$ cat config.mk
export PLATFORM = sky130hd
export DESIGN_NAME = ibex_obi_sram_bridge
export DESIGN_NICKNAME = d
export VERILOG_FILES = /design/src/rtl/ibex_obi_sram_bridge.sv
export SDC_FILE = /design/constraint.sdc
export NUM_CORES = 1
export LEC_CHECK = 0
export CORE_MARGIN = 5
export CORE_UTILIZATION = 41
export DETAILED_ROUTE_END_ITERATION = 6
export PLACE_DENSITY_LB_ADDON = 0.05
export SLEW_MARGIN = 20
export SYNTH_ARGS = -nofsm -noshare
export SYNTH_HDL_FRONTEND = slang
export SYNTH_SLANG_ARGS = --single-unit
$ cat constraint.sdc
create_clock -name clk_i -period 6.7 [get_ports clk_i]
set_input_delay 1.675 -clock clk_i [delete_from_list [all_inputs] [get_ports clk_i]]
set_output_delay 1.675 -clock clk_i [all_outputs]
set_load 0.1 [all_outputs]
$ cat src/rtl/ibex_obi_sram_bridge.sv
// OBI-style req/gnt/rvalid slave in front of a single-port word SRAM macro without a write mask.
// Partial writes become a one-cycle read-modify-write; accesses outside the address window return a bus error.
module ibex_obi_sram_bridge #(
    parameter int unsigned ADDR_W    = 8,
    parameter logic [31:0] BASE_ADDR = 32'h0000_0000,
    parameter bit          RMW_EN    = 1'b1
) (
    input  logic              clk_i,
    input  logic              rst_ni,
    input  logic              req_i,
    output logic              gnt_o,
    input  logic              we_i,
    input  logic [3:0]        be_i,
    input  logic [31:0]       addr_i,
    input  logic [31:0]       wdata_i,
    output logic              rvalid_o,
    output logic [31:0]       rdata_o,
    output logic              err_o,
    output logic              sram_cen_o,
    output logic              sram_wen_o,
    output logic [ADDR_W-1:0] sram_addr_o,
    output logic [31:0]       sram_d_o,
    input  logic [31:0]       sram_q_i
);

    typedef enum logic {IDLE, RMW} state_e;

    state_e            state;
    logic [ADDR_W-1:0] rmw_index;
    logic [31:0]       rmw_wdata;
    logic [3:0]        rmw_be;
    logic              rvalid_q;
    logic              err_q;
    logic              read_q;

    logic [ADDR_W-1:0] index;
    logic              in_window;
    logic              be_full;
    logic              be_none;
    logic              be_partial;
    logic              start_rmw;
    logic              req_err;
    logic              unused_addr_lsb;

    assign index           = addr_i[ADDR_W+1:2];
    assign in_window       = (addr_i[31:ADDR_W+2] == BASE_ADDR[31:ADDR_W+2]);
    assign be_full         = (be_i == 4'hF);
    assign be_none         = (be_i == 4'h0);
    assign be_partial      = !be_full && !be_none;
    assign unused_addr_lsb = ^addr_i[1:0];

    assign gnt_o     = req_i && (state == IDLE);
    assign start_rmw = gnt_o && in_window && we_i && be_partial && RMW_EN;
    assign req_err   = !in_window || (we_i && be_partial && !RMW_EN);

    // Macro port: the RMW write phase has priority, otherwise only granted in-window accesses touch the macro.
    always_comb begin
        sram_cen_o  = 1'b1;
        sram_wen_o  = 1'b1;
        sram_addr_o = '0;
        sram_d_o    = '0;
        if (state == RMW) begin
            sram_cen_o  = 1'b0;
            sram_wen_o  = 1'b0;
            sram_addr_o = rmw_index;
            for (int k = 0; k < 4; k++) begin
                sram_d_o[8*k +: 8] = rmw_be[k] ? rmw_wdata[8*k +: 8] : sram_q_i[8*k +: 8];
            end
        end else if (gnt_o && in_window) begin
            if (!we_i) begin
                sram_cen_o  = 1'b0;
                sram_addr_o = index;
            end else if (be_full) begin
                sram_cen_o  = 1'b0;
                sram_wen_o  = 1'b0;
                sram_addr_o = index;
                sram_d_o    = wdata_i;
            end else if (start_rmw) begin
                sram_cen_o  = 1'b0;
                sram_addr_o = index;
            end
        end
    end

    always_ff @(posedge clk_i or negedge rst_ni) begin
        if (!rst_ni) begin
            state     <= IDLE;
            rmw_index <= '0;
            rmw_wdata <= '0;
            rmw_be    <= '0;
            rvalid_q  <= 1'b0;
            err_q     <= 1'b0;
            read_q    <= 1'b0;
        end else begin
            rvalid_q <= 1'b0;
            err_q    <= 1'b0;
            read_q   <= 1'b0;
            case (state)
                IDLE: begin
                    if (start_rmw) begin
                        state     <= RMW;
                        rmw_index <= index;
                        rmw_wdata <= wdata_i;
                        rmw_be    <= be_i;
                    end else if (gnt_o) begin
                        rvalid_q <= 1'b1;
                        err_q    <= req_err;
                        read_q   <= in_window && !we_i;
                    end
                end
                RMW: begin
                    state    <= IDLE;
                    rvalid_q <= 1'b1;
                end
                default: state <= IDLE;
            endcase
        end
    end

    // Read data comes straight from the macro in the response cycle; errors and writes return zero.
    assign rvalid_o = rvalid_q;
    assign err_o    = err_q;
    assign rdata_o  = read_q ? sram_q_i : 32'h0;

endmodule

==> impl_metrics.toml, run 1 <==
[placed_design]
place_ws_ps = 1320
place_area_mm2 = 0.00521
dp.cells = 522
post-dp-hpwl_um = 7170
gp_congestion = 0.729
io_buffers = 178

[timing]
tns_ps = 0
finalCritPeriodShare = 0.804
slew_headroom = 0.333
max_clock_freq_mhz = 186
clock_skew_ps = 7.81
holdWs_ps = 511
timing.final.max_slew_violations = 0
min_period_ps = 5390
finalWorstSetupSlack_ps = 1310
worstMarginPinSlew_ps = 997
setup_viol = 0
rsz0062_at_grt = "no"
finalHoldViolCount = 0

[detailed_routing]
dr.pass1.iters = 4
drt-wirelength-per-cell_um = 17.8
drc = 0
vias_per_cell = 5.14
route.met3.wl_um = 711
wirelength_um = 9410
dr_total_vias = 2723
top_layer = "met4"
wl_met2_um = 4610
wl_met1_um = 3910
ant_nets = 0
drt_iter0_markers = 76

[global_route]
grt_util_all_layers = 0.197
antenna_found_initial = 0
grt_pass1_wl_um = 15200
grt_max_degree = 49
grt_pass1_vias = 2916
grt.overflow.total = 0

[yosys]
async_flop_share = 1.00
ys_warn_count = 0
yosysMostFrequentCell = "dfrtp_1"
syn-num-nets = 365
syn_inst = 261
synth_cell_type_count = 24
ys_top_cells_by_area = "dfrtp_1 (39%), mux2_4 (19%), mux2_2 (13%), a22o_1 (9.0%), and2_1 (6.7%)"
syn_area_mm2 = 0.00310
synth_flop_cell = "dfrtp_1"
yosysSeqAreaShare = 0.387
avgSynthCellArea_um2 = 11.9
synth_top_area_share = 0.387
synth_seq_cells = 48
synth_common_cells = "dfrtp_1 (48), mux2_4 (39), mux2_2 (37), and2_1 (33), a22o_1 (32)"
synth_edf_count = 0
yosysTopAreaCell = "dfrtp_1"

[clocking]
clkTransAtPathRegs_ps = 100
htreeDepth = 2
clock_sinks = 48
postCtsHoldBufs = 0
cts_made_buffers = 5
postCtsSetupBuffers = 0
clockRootBuffer = "clkbuf_8"
cts.path.max_buffers = 2
clk_latency_ps = 310
cts_resized = 0
tritoncts = "built"

[power]
ir_drop_uv = 95.0
p_per_area_mw_per_mm2 = 116
total_power_mw = 0.619
p_leak_nw = 2.42

[cells_and_area]
final_cell_count_no_fill = 530
antenna_cells = 0
design_area_mm2 = 0.00534
final_util = 0.732
fill_cells = 549
finalNetCount = 534
synthToLayoutAreaGrowth_pct = 72.1
drive_gt1_frac = 0.311

[worst_setup_path]
cp.arrival_ps = 3710
r2r-start = "state"
critical_path_class = "in2out"
worstRegToRegCells = 5
critPathSlowestCell = "clkdlybuf4s50_1"
timing.rr.end = "rmw_wdata[5]"
start_kind = "input pin"
critPathMaxStageDelay_ps = 400
required_ps = 5030
worst_path_most_repeated_cell = "and4_1"
crit_fanout = 20
path_cells = "clkdlybuf4s50_1 > nor4_1 > and4_1 > and4_1 > buf_4 > a22o_1 > buf_12"
rrSetupSlack_ps = 4450
critPathCaptureType = "primary output"

[worst_hold_path]
whs_endpoint = "rmw_wdata[21]"
hold_start = "rmw_wdata[21]"
whs_path_depth = 1
worstHoldPathType = "reg2reg"

[floorplanning]
die_w_um = 97.0
core_mm2 = 0.00729
die_y_um = 97.0
placementRows = 31
initial_utilization = 0.425
io_pins = 181
design.die.area_mm2 = 0.00940

[run]
drv_cap = 0

[status]
status = "complete, no violations"
-- state kept, by name, indices dropped and copies added, names as in the netlist --
register,count
rmw_be,4
read_q,1
rvalid_o,1
rmw_wdata,32
rmw_index,8
state,1
err_o,1
-- cells in the final DEF (no fill, tap or decap) --
master,n
buf_4,15
and2_1,33
buf_12,32
clkbuf_8,7
inv_1,8
nor4_1,7
dfrtp_1,48
a31oi_1,1
nand4_4,1
nand2_1,11
nor4_2,1
clkdlybuf4s50_1,135
nor2_1,5
a22o_1,32
a21boi_0,1
and4_1,4
a21o_1,1
and3_1,2
bufinv_16,1
nor2b_2,1
mux2_2,37
nand4_1,1
mux2_4,39
o21ai_0,8
-- layout make-up --
class | count | area, um2 | share of cell area
well taps | 99 | 124 | 0.0232
clock buffers | 7 | 96.3 | 0.0181
flip-flops and latches | 48 | 1200 | 0.225
inverters | 8 | 30.0 | 0.00563
clock inverters | 1 | 30.0 | 0.00563
repair buffers | 182 | 2100 | 0.394
multi-input cells | 185 | 1750 | 0.328
-- routing by layer --
layer / track usage / vias to the layer above
met4: 0.0670 / 0
met3: 0.0647 / 15
met5: 0 / -
met2: 0.335 / 113
met1: 0.234 / 1310
li1: - / 1285
-- worst max-delay path, delay by kind of cell --
family,cells,cell delay [ps]
compound gates,1,250
simple gates,3,920
buf+inv,3,860
-- how the worst max path moves through the flow --
stage	start	endpoint	slack, ps	depth (start not counted)
after floorplan	req_i	sram_addr_o[0]	-120	3
after global placement	addr_i[26]	sram_addr_o[0]	1340	6
after detailed placement	addr_i[10]	sram_d_o[13]	1320	7
after CTS	addr_i[10]	sram_d_o[13]	1320	7
after global routing	addr_i[11]	sram_addr_o[0]	1190	6
final	addr_i[11]	sram_d_o[13]	1310	7
-- kinds of logic after synthesis --
family | share of synthesized area
simple gates | 0.131
buf+inv | 0.0480
mux | 0.323
flops | 0.387
compound gates | 0.110
-- power breakdown --
group          leakage [nW]  total (mW)  internal [mW]  switching [mW]
logic                  1.69      0.0970         0.0628          0.0342
registers             0.666       0.290          0.290        0.000141
clock network        0.0645       0.232          0.132           0.100
Power figures use the tool's default switching activity.
==> run 2: changes to the inputs <==
--- a/config.mk
+++ b/config.mk
@@ -6,7 +6,7 @@
 export NUM_CORES = 1
 export LEC_CHECK = 0
 export CORE_MARGIN = 5
-export CORE_UTILIZATION = 41
+export CORE_UTILIZATION = 35
 export DETAILED_ROUTE_END_ITERATION = 6
 export PLACE_DENSITY_LB_ADDON = 0.05
 export SLEW_MARGIN = 20
==> constraint.sdc (replaced) <==
create_clock -name clk_i -period 4.65 [get_ports clk_i]
set_input_delay 1.1625 -clock clk_i [delete_from_list [all_inputs] [get_ports clk_i]]
set_output_delay 1.1625 -clock clk_i [all_outputs]
set_load 0.1 [all_outputs]
==> impl_metrics.toml, run 2 (synthesized netlist as in run 1, its figures left out) <==
[status]
status = "complete, no violations"

[timing]
finalHoldViolCount = 0
rsz0062_at_grt = "no"
finalCritPeriodShare = 0.943
finalWorstSetupSlack_ps = 266
timing.final.max_slew_violations = 0
tns_ps = 0
max_clock_freq_mhz = 228
setup_viol = 0
worstMarginPinSlew_ps = 999
holdWs_ps = 513
min_period_ps = 4380
clock_skew_ps = 6.32
slew_headroom = 0.332

[detailed_routing]
dr_total_vias = 2726
vias_per_cell = 5.05
drt_iter0_markers = 60
drc = 0
dr.pass1.iters = 4
ant_nets = 0
drt-wirelength-per-cell_um = 17.4
wirelength_um = 9370

[worst_setup_path]
critPathLaunch = "addr_i[29]"
r2r-start = "state"
cp-endpoint = "sram_d_o[6]"
timing.rr.end = "rmw_wdata[25]"
cp.arrival_ps = 3220
start_kind = "input pin"
worst_path_most_repeated_cell = "and4_1"
required_ps = 3490
crit_cells = 7
critPathCaptureType = "primary output"
crit_fanout = 15
worstRegToRegCells = 5
timing.critical_path.buf_inv = 3
rrSetupSlack_ps = 2710
critPathMaxStageDelay_ps = 410
critPathSlowestCell = "clkdlybuf4s50_1"
path_cells = "clkdlybuf4s50_1 > nor4_1 > and4_1 > and4_1 > buf_4 > a22o_1 > buf_12"
critical_path_class = "in2out"
path_delay_family = "simple AND/OR/NAND/NOR gates"

[cells_and_area]
largest_reg_flops = 32
drive_gt1_frac = 0.391
reg.largest.list = "rmw_wdata x32, rmw_index x8, rmw_be x4"
layout.cells.most_common_list = "clkdlybuf4s50_1 (102), dfrtp_1 (47), buf_12 (43), mux2_4 (39)"
antenna_cells = 0
finalNetCount = 535
fill_cells = 727
largest_register = "rmw_wdata"
synthToLayoutAreaGrowth_pct = 73.4
layout_commonest_cell = "clkdlybuf4s50_1"

[worst_hold_path]
hold_start = "rmw_index[3]"
worstHoldPathType = "reg2reg"
whs_path_depth = 1

[clocking]
postCtsHoldBufs = 0
cts.path.max_buffers = 2
cts_resized = 0
htreeDepth = 2
clk_latency_ps = 300
tritoncts = "built"
postCtsSetupBuffers = 0
clockRootBuffer = "clkbuf_8"
clkTransAtPathRegs_ps = 90
clock_sinks = 48
cts_made_buffers = 5

[floorplanning]
die_y_um = 104
die_w_um = 104
design.die.area_mm2 = 0.0108
io_pins = 181
initial_utilization = 0.357
placementRows = 34
core_mm2 = 0.00868

[power]
ir_drop_uv = 118
p_per_area_mw_per_mm2 = 151
p_leak_nw = 2.52

[run]
drv_cap = 0

[global_route]
grt_pass1_wl_um = 15300
grt_max_degree = 49
grt.overflow.total = 0
grt_util_all_layers = 0.171
grt_pass1_vias = 3008
antenna_found_initial = 0

[placed_design]
io_buffers = 178
place_ws_ps = 234
gp_congestion = 0.686
post-dp-hpwl_um = 7090
-- run 2: how the worst min path moves through the flow --
stage | endpoint | slack [ps]
3_3_place_gp | rmw_wdata[3] | 480
2_1_floorplan | rmw_wdata[0] | 480
6_report | rmw_index[3] | 510
3_5_place_dp | rmw_wdata[8] | 490
4_1_cts | rmw_wdata[18] | 520
5_1_grt | rmw_wdata[13] | 520
-- run 2: area by class of cell --
class / count / area [um2] / area share
Inverter: 8 / 30.0 / 0.00559
Sequential cell: 48 / 1200 / 0.224
Clock inverter: 3 / 18.8 / 0.00349
Clock buffer: 5 / 68.8 / 0.0128
Multi-Input combinational cell: 185 / 1760 / 0.327
Timing Repair Buffer: 183 / 2160 / 0.403
Tap cell: 108 / 135 / 0.0251
-- run 2: report_power, final --
part	switching, mW	total (mW)	internal (mW)	leakage (nW)
logic	0.0483	0.139	0.0908	1.80
registers	0.000208	0.418	0.418	0.665
clock network	0.151	0.256	0.105	0.0479
total	0.199	0.813	0.614	2.52
-- run 2: routing by layer --
| layer | vias up | track usage | part of all wire |
|---|---|---|---|
| met4 | 0 | 0.0333 | 0.0079 |
| met1 | 1334 | 0.210 | 0.43 |
| met2 | 102 | 0.293 | 0.49 |
| met3 | 5 | 0.0565 | 0.071 |
| li1 | 1285 | - | - |
| met5 | - | 0 | 0 |
-- run 2: per-stage QoR --
step,total power [mW],instances,instance area (um2),util
2_1_floorplan,0.457,261,3110,-
3_3_place_gp,0.565,532,5290,0.609
3_5_place_dp,0.567,532,5290,0.609
4_1_cts,0.824,540,5380,0.619
5_1_grt,0.847,540,5380,0.619
6_report,0.813,540,5380,0.619
==> run 3: changes to the inputs <==
--- a/config.mk
+++ b/config.mk
@@ -8,7 +8,8 @@
 export CORE_MARGIN = 5
 export CORE_UTILIZATION = 35
 export DETAILED_ROUTE_END_ITERATION = 6
-export PLACE_DENSITY_LB_ADDON = 0.05
+export PLACE_DENSITY = 0.77
+export SETUP_SLACK_MARGIN = 0.15
 export SLEW_MARGIN = 20
 export SYNTH_ARGS = -nofsm -noshare
 export SYNTH_HDL_FRONTEND = slang
==> impl_metrics.toml, run 3 (synthesized netlist as in run 1, its figures left out) <==
[global_route]
grt_pass1_vias = 2995
antenna_found_initial = 0
grt_util_all_layers = 0.172
grt.overflow.total = 0
grt_pass1_wl_um = 15600
grt_max_degree = 49

[detailed_routing]
drt-wirelength-per-cell_um = 17.8
drt_iter0_markers = 41
wirelength_um = 9600
dr.pass1.iters = 4
dr_total_vias = 2769
drc = 0
ant_nets = 0
vias_per_cell = 5.12

[cells_and_area]
largest_reg_flops = 32
largest_register = "rmw_wdata"
final_cell_count_no_fill = 541
reg.largest.list = "rmw_wdata x32, rmw_index x8, rmw_be x4"
layout_commonest_cell = "clkdlybuf4s50_1"
fill_cells = 710
multi_input_area_mm2 = 0.00185
regArea_mm2 = 0.00120
drive_gt1_frac = 0.409
synthToLayoutAreaGrowth_pct = 76.3
layout.cells.most_common_list = "clkdlybuf4s50_1 (102), dfrtp_1 (48), buf_12 (42), buf_4 (40), mux2_4 (39)"
finalNetCount = 536
antenna_cells = 0

[clocking]
tritoncts = "built"
clock_sinks = 48
postCtsHoldBufs = 0
cts_resized = 0
clk_latency_ps = 300
htreeDepth = 2
clockRootBuffer = "clkbuf_8"
clkTransAtPathRegs_ps = 80
postCtsSetupBuffers = 0
cts.path.max_buffers = 2
cts_made_buffers = 5

[floorplanning]
die_w_um = 104
io_pins = 181
design.die.area_mm2 = 0.0108
die_y_um = 104
initial_utilization = 0.357
placementRows = 34
core_mm2 = 0.00868

[timing]
tns_ps = 0
clock_skew_ps = 4.23
finalCritPeriodShare = 0.937
slew_headroom = 0.329
setup_viol = 0
rsz0062_at_grt = "no"
finalHoldViolCount = 0
timing.final.max_slew_violations = 0
worstMarginPinSlew_ps = 1000
max_clock_freq_mhz = 230
min_period_ps = 4360

[worst_setup_path]
crit_fanout = 21
r2r-start = "state"
rrSetupSlack_ps = 2570
critPathCaptureType = "primary output"
start_kind = "input pin"
required_ps = 3490
worstRegToRegCells = 5
cp.arrival_ps = 3190
timing.rr.end = "rmw_wdata[6]"
critical_path_class = "in2out"

[placed_design]
gp_congestion = 0.717
io_buffers = 178
post-dp-hpwl_um = 7490
dp.cells = 533

[power]
clkPwrFrac = 0.314
comb_power_share = 0.174
p_int_mw = 0.627
pwr-share-seq = 0.512
ir_drop_uv = 113
total_power_mw = 0.817
swShare = 0.232
p_per_area_mw_per_mm2 = 149
p_leak_nw = 2.55
p_sw_mw = 0.189

[status]
status = "complete, no violations"

[worst_hold_path]
hold_start = "rmw_index[1]"
worstHoldPathType = "reg2reg"
whs_endpoint = "rmw_index[1]"
whs_path_depth = 1

[run]
drv_cap = 0
## run 3: cell count changes in the layout (fill, tap and decap cells not counted), sizes merged
cell / previous run / this run
clkinv: 3 / 2
buf: 81 / 82
clkbuf: 5 / 6
## run 3: power by group through the flow
| stage | Clock, mW | Sequential [mW] | Combinational (mW) |
|---|---|---|---|
| global route | 0.286 | 0.418 | 0.153 |
| floorplan | 0 | 0.433 | 0.0254 |
| CTS | 0.268 | 0.418 | 0.144 |
| detailed placement | 0 | 0.426 | 0.144 |
| global placement | 0 | 0.426 | 0.140 |
| finish | 0.257 | 0.418 | 0.142 |
## run 3: area by class of cell
cell class | count | share of cell area
Sequential cell | 48 | 0.220
Timing Repair Buffer | 184 | 0.396
Tap cell | 108 | 0.0247
Clock buffer | 6 | 0.0151
Clock inverter | 2 | 0.00183
Inverter | 8 | 0.00549
Multi-Input combinational cell | 185 | 0.338
## run 3: metal layers
layer	vias up	track usage	share of wire
met3	16	0.0565	0.078
met4	0	0.0444	0.019
li1	1289	-	-
met1	1356	0.193	0.39
met5	-	0	0
met2	108	0.312	0.51
## run 3: critical path: stages
cell and delay (ps):
clkdlybuf4s50_1 390, nor4_1 350, and4_1 340, and4_1 230, buf_4 270, a22o_1 240
buf_12 190
## run 3: worst max path at each step
stage	end	start	slack (ps)
2_1_floorplan	sram_wen_o	req_i	170
3_3_place_gp	sram_d_o[14]	addr_i[10]	310
3_5_place_dp	sram_d_o[12]	addr_i[11]	280
4_1_cts	sram_d_o[12]	addr_i[11]	270
5_1_grt	sram_d_o[16]	addr_i[11]	170
6_report	sram_d_o[14]	addr_i[11]	290
## run 3: through the flow
step           hold slack [ps]  worst slack [ps]  cell area [um2]  utilization
2_1_floorplan              476               171             3200            -
3_3_place_gp               486               305             5370        0.619
3_5_place_dp               491               278             5370        0.619
4_1_cts                    515               275             5470        0.630
5_1_grt                    524               171             5470        0.630
6_report                   511               295             5470        0.630
